## config.mk

```make
export PLATFORM = sky130hd
export DESIGN_NAME = sr_latch_bank
export DESIGN_NICKNAME = d
export VERILOG_FILES = /design/src/rtl/sr_latch_bank_pkg.sv /design/src/rtl/sr_channel.sv /design/src/rtl/sr_latch_bank.sv
export SDC_FILE = /design/constraint.sdc
export NUM_CORES = 1
export LEC_CHECK = 0
export CORE_MARGIN = 5
export CORE_UTILIZATION = 30
export DETAILED_ROUTE_END_ITERATION = 12
export PLACE_DENSITY_LB_ADDON = 0.12
export SETUP_SLACK_MARGIN = 0.15
export SKIP_LAST_GASP = 1
export SYNTH_ARGS = -nofsm -noshare
export SYNTH_HDL_FRONTEND = slang
export SYNTH_HIERARCHICAL = 1
export SYNTH_SLANG_ARGS = --single-unit
export TNS_END_PERCENT = 100
```

## constraint.sdc

```tcl
create_clock -name clk -period 1.79 [get_ports clk]
set_input_delay 0.2685 -clock clk [delete_from_list [all_inputs] [get_ports clk]]
set_output_delay 0.2685 -clock clk [all_outputs]
set_load 0.05 [all_outputs]
```

## src/rtl/sr_latch_bank_pkg.sv

```systemverilog
// ---------------------------------------------------------------------------
// sr_bank_defs
//   Shared definitions for the debounced S/R flip-flop bank.
//   - cmd_t  : per-channel command encoding, built as {r, s}
//   - clog2  : elaboration-time ceiling log2, used to size the run counters
// ---------------------------------------------------------------------------
package sr_bank_defs;

    typedef enum logic [1:0] {
        CMD_HOLD = 2'b00,
        CMD_SET  = 2'b01,
        CMD_RST  = 2'b10,
        CMD_BOTH = 2'b11
    } cmd_t;

    // Ceiling log2, never smaller than 1 so a counter always has a bit.
    function automatic int clog2(input int value);
        int result;
        int v;
        result = 0;
        v      = value - 1;
        while (v > 0) begin
            result = result + 1;
            v      = v >> 1;
        end
        return (result < 1) ? 1 : result;
    endfunction

endpackage

```

## src/rtl/sr_channel.sv

```systemverilog
// ---------------------------------------------------------------------------
// sr_channel
//   One channel of the S/R bank: stability filter on {r, s}, the q flop and
//   the q edge pulses.
//   Optional feature macro: SRBANK_CONFLICT_EN adds the sticky conflict output.
// Ports
//   clk       in  rising-edge clock
//   reset     in  synchronous, active-high (priority over clr)
//   clr       in  synchronous channel clear, same effect as reset
//   s, r      in  set / reset requests
//   q, qbar   out registered state and its inverse
//   q_rise    out 1-cycle pulse registered with a q 0->1 change
//   q_fall    out 1-cycle pulse registered with a q 1->0 change
//   conflict  out sticky flag, set when a BOTH command is applied
// ---------------------------------------------------------------------------
module sr_channel
    import sr_bank_defs::*;
#(
    parameter int DEBOUNCE_CYCLES = 4,
    parameter bit SET_DOMINANT    = 1'b1,
    parameter bit RESET_VAL       = 1'b0
) (
    input  logic clk,
    input  logic reset,
    input  logic clr,
    input  logic s,
    input  logic r,
    output logic q,
    output logic qbar,
    output logic q_rise,
    output logic q_fall
`ifdef SRBANK_CONFLICT_EN
    ,
    output logic conflict
`endif
);

    localparam int               CNT_W   = clog2(DEBOUNCE_CYCLES + 1);
    localparam logic [CNT_W-1:0] CNT_MAX = CNT_W'(DEBOUNCE_CYCLES);

    cmd_t             cmd;
    cmd_t             cand_q, cand_d;
    logic [CNT_W-1:0] cnt_q, cnt_d;
    logic [CNT_W-1:0] run;
    logic             q_q, q_d;
    logic             rise_q, rise_d;
    logic             fall_q, fall_d;
    logic             apply;
    logic             apply_val;
`ifdef SRBANK_CONFLICT_EN
    logic             conflict_q, conflict_d;
`endif

    always_comb begin
        cmd = cmd_t'({r, s});

        // Length of the current run of identical samples, saturating at D.
        if (cmd == cand_q) begin
            run = (cnt_q == CNT_MAX) ? CNT_MAX : cnt_q + 1'b1;
        end else begin
            run = CNT_W'(1);
        end

        // Fire once when the run first reaches D. A new command always counts
        // as a fresh run, which keeps D=1 acting on every command change even
        // though the previous run had also saturated at 1.
        apply = (run == CNT_MAX) && (cmd != CMD_HOLD) &&
                ((cmd != cand_q) || (cnt_q != CNT_MAX));

        unique case (cmd)
            CMD_SET:  apply_val = 1'b1;
            CMD_RST:  apply_val = 1'b0;
            CMD_BOTH: apply_val = SET_DOMINANT;
            default:  apply_val = q_q;
        endcase

        cand_d = cmd;
        cnt_d  = run;
        q_d    = apply ? apply_val : q_q;
        rise_d = apply &  apply_val & ~q_q;
        fall_d = apply & ~apply_val &  q_q;
`ifdef SRBANK_CONFLICT_EN
        conflict_d = conflict_q | (apply && (cmd == CMD_BOTH));
`endif

        // clr discards any run in progress and wins over a same-cycle apply.
        if (clr) begin
            cand_d = CMD_HOLD;
            cnt_d  = '0;
            q_d    = RESET_VAL;
            rise_d = 1'b0;
            fall_d = 1'b0;
`ifdef SRBANK_CONFLICT_EN
            conflict_d = 1'b0;
`endif
        end
    end

    always_ff @(posedge clk) begin
        if (reset) begin
            cand_q <= CMD_HOLD;
            cnt_q  <= '0;
            q_q    <= RESET_VAL;
            rise_q <= 1'b0;
            fall_q <= 1'b0;
`ifdef SRBANK_CONFLICT_EN
            conflict_q <= 1'b0;
`endif
        end else begin
            cand_q <= cand_d;
            cnt_q  <= cnt_d;
            q_q    <= q_d;
            rise_q <= rise_d;
            fall_q <= fall_d;
`ifdef SRBANK_CONFLICT_EN
            conflict_q <= conflict_d;
`endif
        end
    end

    assign q      = q_q;
    assign qbar   = ~q_q;
    assign q_rise = rise_q;
    assign q_fall = fall_q;
`ifdef SRBANK_CONFLICT_EN
    assign conflict = conflict_q;
`endif

endmodule

```

## src/rtl/sr_latch_bank.sv

```systemverilog
// ---------------------------------------------------------------------------
// sr_latch_bank
//   Clocked, debounced bank of independent set/reset flip-flops replacing
//   cross-coupled NOR latches between the input stage and downstream FSMs.
//   Optional feature macro: SRBANK_CONFLICT_EN adds the conflict port.
// Ports
//   clk       in  1         rising-edge clock
//   reset     in  1         synchronous, active-high
//   clr       in  1         synchronous bank clear
//   s, r      in  CHANNELS  per-channel set / reset requests
//   q, qbar   out CHANNELS  registered state and its inverse
//   q_rise    out CHANNELS  1-cycle pulses on q 0->1
//   q_fall    out CHANNELS  1-cycle pulses on q 1->0
//   conflict  out CHANNELS  sticky S&R flags (SRBANK_CONFLICT_EN only)
// ---------------------------------------------------------------------------
module sr_latch_bank
    import sr_bank_defs::*;
#(
    parameter int CHANNELS        = 4,
    parameter int DEBOUNCE_CYCLES = 4,
    parameter bit SET_DOMINANT    = 1'b1,
    parameter bit RESET_VAL       = 1'b0
) (
    input  logic                clk,
    input  logic                reset,
    input  logic                clr,
    input  logic [CHANNELS-1:0] s,
    input  logic [CHANNELS-1:0] r,
    output logic [CHANNELS-1:0] q,
    output logic [CHANNELS-1:0] qbar,
    output logic [CHANNELS-1:0] q_rise,
    output logic [CHANNELS-1:0] q_fall
`ifdef SRBANK_CONFLICT_EN
    ,
    output logic [CHANNELS-1:0] conflict
`endif
);

    for (genvar i = 0; i < CHANNELS; i++) begin : g_ch
        sr_channel #(
            .DEBOUNCE_CYCLES(DEBOUNCE_CYCLES),
            .SET_DOMINANT   (SET_DOMINANT),
            .RESET_VAL      (RESET_VAL)
        ) u_ch (
            .clk     (clk),
            .reset   (reset),
            .clr     (clr),
            .s       (s[i]),
            .r       (r[i]),
            .q       (q[i]),
            .qbar    (qbar[i]),
            .q_rise  (q_rise[i]),
            .q_fall  (q_fall[i])
`ifdef SRBANK_CONFLICT_EN
            ,
            .conflict(conflict[i])
`endif
        );
    end

endmodule
```

==> impl_metrics.ini, run 1 <==
[status]
status = finished clean

[synth]
yosysSeqAreaShare_pct = 43.1
synth_cells = 148
yosys.area.top_type = dfxtp_1
synth-edff-count = 0
synth_top_family_by_area = simple AND/OR/NAND/NOR gates
synth_ff_type = dfxtp_1
synth_area_per_cell_um2 = 10.0
synth_area_um2 = 1490
synthTopCellsByArea = dfxtp_1 (43%), a2111oi_4 (7.4%), ha_1 (6.7%), xor2_1 (4.7%), nor2_1 (4.0%)
yosysTopAreaCellShare_pct = 43.1
synth_nets = 167
synth_compound_area_share_pct = 13.8
ys_types = 20
synthXorXnorAreaFrac_pct = 4.71
yosys.area_share.simple_pct = 25.9
synthAdderAreaFrac_pct = 6.73
yosysWarnings = 6
async_flop_share_pct = 0
synth_mux_area_share_pct = 2.69
ys_ff_latch = 32
yosysMostFrequentCell = dfxtp_1
synth_common_cells = dfxtp_1 (32), nor2_1 (16), inv_1 (12)

[sta]
setup_tns_ps = 0
drv_slew = 0
fmax_mhz = 661
hold_slack_ps = 502
slew_headroom_pct = 65.3
period_needed_ps = 1510
fin_crit_sh_pct = 84.5
clock_skew_ps = 3.37
final-hold-violation-count = 0
rsz0062_at_grt = false
tightest_slew_ps = 523
setup_slack_ps = 277
finalSetupViolCount = 0

[cts]
htreeDepth = 2
insertion_delay_ps = 280
cts_buffer_depth = 2
cts_made_buffers = 5
clk_pin_slew_ps = 60
root_buffer = clkbuf_8
cts_tree = done
cts_setup_buffers = 0
cts.sinks = 32

[pwr]
cellLeakagePower_nw = 0.815
p_per_area_nw_per_um2 = 763
vdd_drop_max_mv = 0.367

[finish]
nets = 200
drive_above_1_share_pct = 21.5
syn2layout_area_growth_pct = 28.6
stdcell_area_um2 = 1910
diodes = 0

[place]
port_buffers = 26
place_ws_ps = 24.3
gp_congestion = 0.696
dp_hpwl_um = 2250
place_area_um2 = 1810

[drt]
dr.pass1.iters = 4
route.detailed.wl_per_inst_um = 11.4
route.detailed.drc = 0
drt_iter0_markers = 17
routed_via_density = 4.50
antenna_left = 0
drt-total-wl_um = 2830
dr_total_vias = 1115

[floorplan]
io_pins = 27
die_w_um = 80.4
start_util_pct = 31.3
dieArea_um2 = 6460
fp.dieH_um = 80.4
core_um2 = 4750
fp-row-count = 25

[worst_setup_path]
required_ps = 2000
critical_path_arrival_ps = 1720
crit_path_start_kind = flop
worstSetupPathType = reg2reg
r2r_setup_slack_ps = 280
critPathCaptureType = flop
path_max_fanout = 3

[grt]
grt_first_pass_wirelength_um = 4930
grt_max_degree = 10
grt_pass1_vias = 1090
grt_use_total_pct = 9.99
grt-ovfl-total = 0
antenna_found_initial = 0

[worst_hold_path]
hp-class = reg2reg

[run]
maxCapViolCount = 0
path summary, 6_finish.rpt:
path | startpoint | to | cells after the start
worst max-delay path | g_ch[1].u_ch/cnt_q[0] | g_ch[1].u_ch/q_rise | 5
worst min register to register | g_ch[2].u_ch/q | g_ch[2].u_ch/q_fall | 2
worst min-delay path | g_ch[2].u_ch/q | g_ch[2].u_ch/q_fall | 2
worst max register to register | g_ch[1].u_ch/cnt_q[0] | g_ch[1].u_ch/q_rise | 5
per-layer routing:
metal | global-route usage (%) | up-vias | routed length (um)
li1 | - | 570 | -
met1 | 10.8 | 523 | 1250
met2 | 17.1 | 17 | 1400
met3 | 2.91 | 5 | 123
met4 | 6.08 | 0 | 55
met5 | 0 | - | 0
kinds of logic after synthesis:
family          Yosys count
compound gates           20
xor+xnor                  8
fa+ha+maj                 8
buf+inv                  12
flops                    32
mux                       4
simple gates             64
state kept, by name (all words and copies together) (netlist names):
register and count:
g_ch.u_ch/cand_q 8, g_ch.u_ch/q_rise 4, g_ch.u_ch/q_fall 4, g_ch.u_ch/q 4, g_ch.u_ch/cnt_q 12
area by class of cell:
cell class,count,area [um2]
multi-input cells,104,816
flip-flops and latches,32,641
well taps,67,83.8
inverters,12,45.0
clock buffers,7,96.3
repair buffers,26,230
fillers,504,2840
power by group:
part           internal [mW]  total (mW)  switching, mW
Sequential             0.726       0.734        0.00808
Combinational         0.0618       0.140         0.0783
Clock                  0.342       0.584          0.242
stage by stage:
stage / util (%) / power [mW] / cells
final: 40.2 / 1.46 / 248
after floorplan: - / 0.835 / 148
after detailed placement: 38.1 / 0.890 / 241
after global routing: 40.2 / 1.53 / 248
after CTS: 39.9 / 1.49 / 248
after global placement: 38.1 / 0.887 / 241
what timing repair did:
item | in CTS | in global routing
cloned | 0 | 0
pin swaps | 0 | 4
setup endpoints to repair | 8 | 11
hold buffers | 0 | 0
resized for setup | 8 | 4
cell usage in the layout, fill, tap and decap left out, drive strengths merged:
cell type / count
o21ai: 4
nor2b: 4
nand3: 4
nand4: 4
dfxtp: 32
xor2: 8
and3: 8
a21oi: 8
a2111oi: 4
ha: 8
o31a: 4
clkdlybuf4s50: 10
buf: 8
nor3b: 4
clkbuf: 7
dlygate4sd2: 8
mux2i: 4
nor3: 4
nor2: 20
and2: 8
inv: 12
nand2: 8
critical path, stage by stage (launching register included):
cell and delay (ps):
dfxtp_1 360, inv_1 90, ha_2 220, a2111oi_4 400, nand4_2 170, nor3b_2 200
(Power assumes the default switching activity.)
==> run 2: changes to the inputs <==
==> constraint.sdc (replaced) <==
create_clock -name clk -period 1.5 [get_ports clk]
set_input_delay 0.225 -clock clk [delete_from_list [all_inputs] [get_ports clk]]
set_output_delay 0.225 -clock clk [all_outputs]
set_load 0.05 [all_outputs]
==> run 2 against run 1 <==
- non-clock buffer count up 21
- via count up 7.2%
- die area unchanged
- register-to-register slack worse by 130 ps
- global-route usage up 0.42 points
- setup slack worse by 130 ps
- clock power up 16%
- largest power group unchanged
==> impl_metrics.ini, run 2 (synthesized netlist as in run 1, its figures left out) <==
[drt]
routed_via_density = 4.43
dr.pass1.iters = 3
route.detailed.wl_per_inst_um = 11.2
drt-total-wl_um = 3020
route.detailed.drc = 0
drt_iter0_markers = 29
antenna_left = 0
dr_total_vias = 1195

[pwr]
p_sw_mw = 0.421
pwr-share-comb_pct = 13.0
p_seq_share_pct = 49.2
vdd_drop_max_mv = 0.381
cellLeakagePower_nw = 0.954
swShare_pct = 23.6
p_int_mw = 1.37
clkPwrFrac_pct = 37.9
p_per_area_nw_per_um2 = 807

[worst_setup_path]
critPathCaptureType = flop
r2r-end = g_ch[1].u_ch/q_rise
crit_end = g_ch[1].u_ch/q_rise
required_ps = 1710
reg2reg_from = g_ch[1].u_ch/cnt_q[0]
cp-startpoint = s[1]
critical_path_arrival_ps = 1560
path_max_fanout = 3
crit_path_start_kind = primary input
worstSetupPathType = in2reg
ff2ff_path_depth = 5
r2r_setup_slack_ps = 150

[sta]
final-hold-violation-count = 0
fin_crit_sh_pct = 90.0
setup_tns_ps = 0
hold_slack_ps = 328
period_needed_ps = 1350
rsz0062_at_grt = true
clock_skew_ps = 1.49
slew_headroom_pct = 79.0
tightest_slew_ps = 314
finalSetupViolCount = 0
drv_slew = 0
fmax_mhz = 741

[finish]
nets = 221
top_register = g_ch.u_ch/cnt_q
diodes = 0
stdcell_area_um2 = 2210
drive_above_1_share_pct = 43.3
mostFrequentLayoutCells = buf_4 (31), dfxtp_1 (20), nor2_1 (16)
syn2layout_area_growth_pct = 49.0
final_cells = 270
reg_top3 = g_ch.u_ch/cnt_q: 12 flops, g_ch.u_ch/cand_q: 8 flops
largest_reg_flops = 12
nFillCells = 466
layout_commonest_cell = buf_4

[cts]
cts_made_buffers = 5
insertion_delay_ps = 280
cts.sinks = 32
clk_pin_slew_ps = 60
cts_buffer_depth = 2
cts_tree = done
htreeDepth = 2
root_buffer = clkbuf_8

[run]
maxCapViolCount = 0

[floorplan]
fp.dieH_um = 80.4
io_pins = 27
dieArea_um2 = 6460
core_um2 = 4750
fp-row-count = 25
start_util_pct = 31.3
die_w_um = 80.4

[place]
gp_congestion = 0.716
dp_hpwl_um = 2330
placed_cells = 258
place_area_um2 = 2040
port_buffers = 26

[grt]
grt_pass1_vias = 1203
grt_max_degree = 10
antenna_found_initial = 0
grt_use_total_pct = 10.4
grt-ovfl-total = 0
grt_first_pass_wirelength_um = 5180

[status]
status = finished clean

[worst_hold_path]
hp-class = in2reg
[run 2: metal layers]
| layer | track usage [%] | part of all wire, % | vias to the layer above |
|---|---|---|---|
| met5 | 0 | 0 | - |
| met4 | 6.59 | 2.1 | 0 |
| met3 | 3.70 | 5.1 | 6 |
| met2 | 16.4 | 48 | 22 |
| met1 | 11.9 | 45 | 552 |
| li1 | - | - | 615 |
[run 2: layout make-up]
cell class	instances	area, um2	share of cell area [%]
inverter	12	55.1	2.49
tap	67	83.8	3.79
timing repair buffer	47	453	20.5
multi-input combinational	104	872	39.4
sequential	32	661	29.8
clock buffer	8	90.1	4.07
[run 2: worst min path at each step]
stage	to	cells after the start	from
detailed placement	g_ch[3].u_ch/q_rise	1	g_ch[3].u_ch/q
global placement	g_ch[3].u_ch/q_rise	1	g_ch[3].u_ch/q
global route	g_ch[2].u_ch/q_fall	3	s[2]
floorplan	g_ch[0].u_ch/q_fall	1	s[0]
CTS	g_ch[1].u_ch/q_fall	3	r[1]
finish	g_ch[2].u_ch/q_fall	3	s[2]
[run 2: what timing repair did]
item | in CTS | in global routing
pin swaps | 7 | 6
hold buffers | 0 | 0
buffers inserted | 0 | 4
gates resized for setup | 8 | 14
endpoints found under the hold margin | 0 | 0
cloned | 0 | 0
setup endpoints to repair | 12 | 12
[run 2: power by group through the flow]
stage / sequential [mW] / clock, mW / combinational, mW
floorplan: 0.894 / 0 / 0.120
global placement: 0.895 / 0 / 0.218
detailed placement: 0.896 / 0 / 0.221
CTS: 0.878 / 0.716 / 0.221
global route: 0.880 / 0.748 / 0.256
finish: 0.879 / 0.677 / 0.232
[run 2: metrics by stage]
step	worst slack (ps)	total power, mW	util, %
final	150	1.79	46.6
after global routing	69.8	1.88	46.6
after CTS	151	1.81	44.9
after detailed placement	-161	1.12	42.8
after global placement	-143	1.11	42.8
after floorplan	178	1.01	-
[run 2: worst max-delay path: stages]
cell	delay (ps)
clkdlybuf4s50_1	530
nor2_1	100
a2111oi_4	330
nand4_2	170
nor3b_2	200
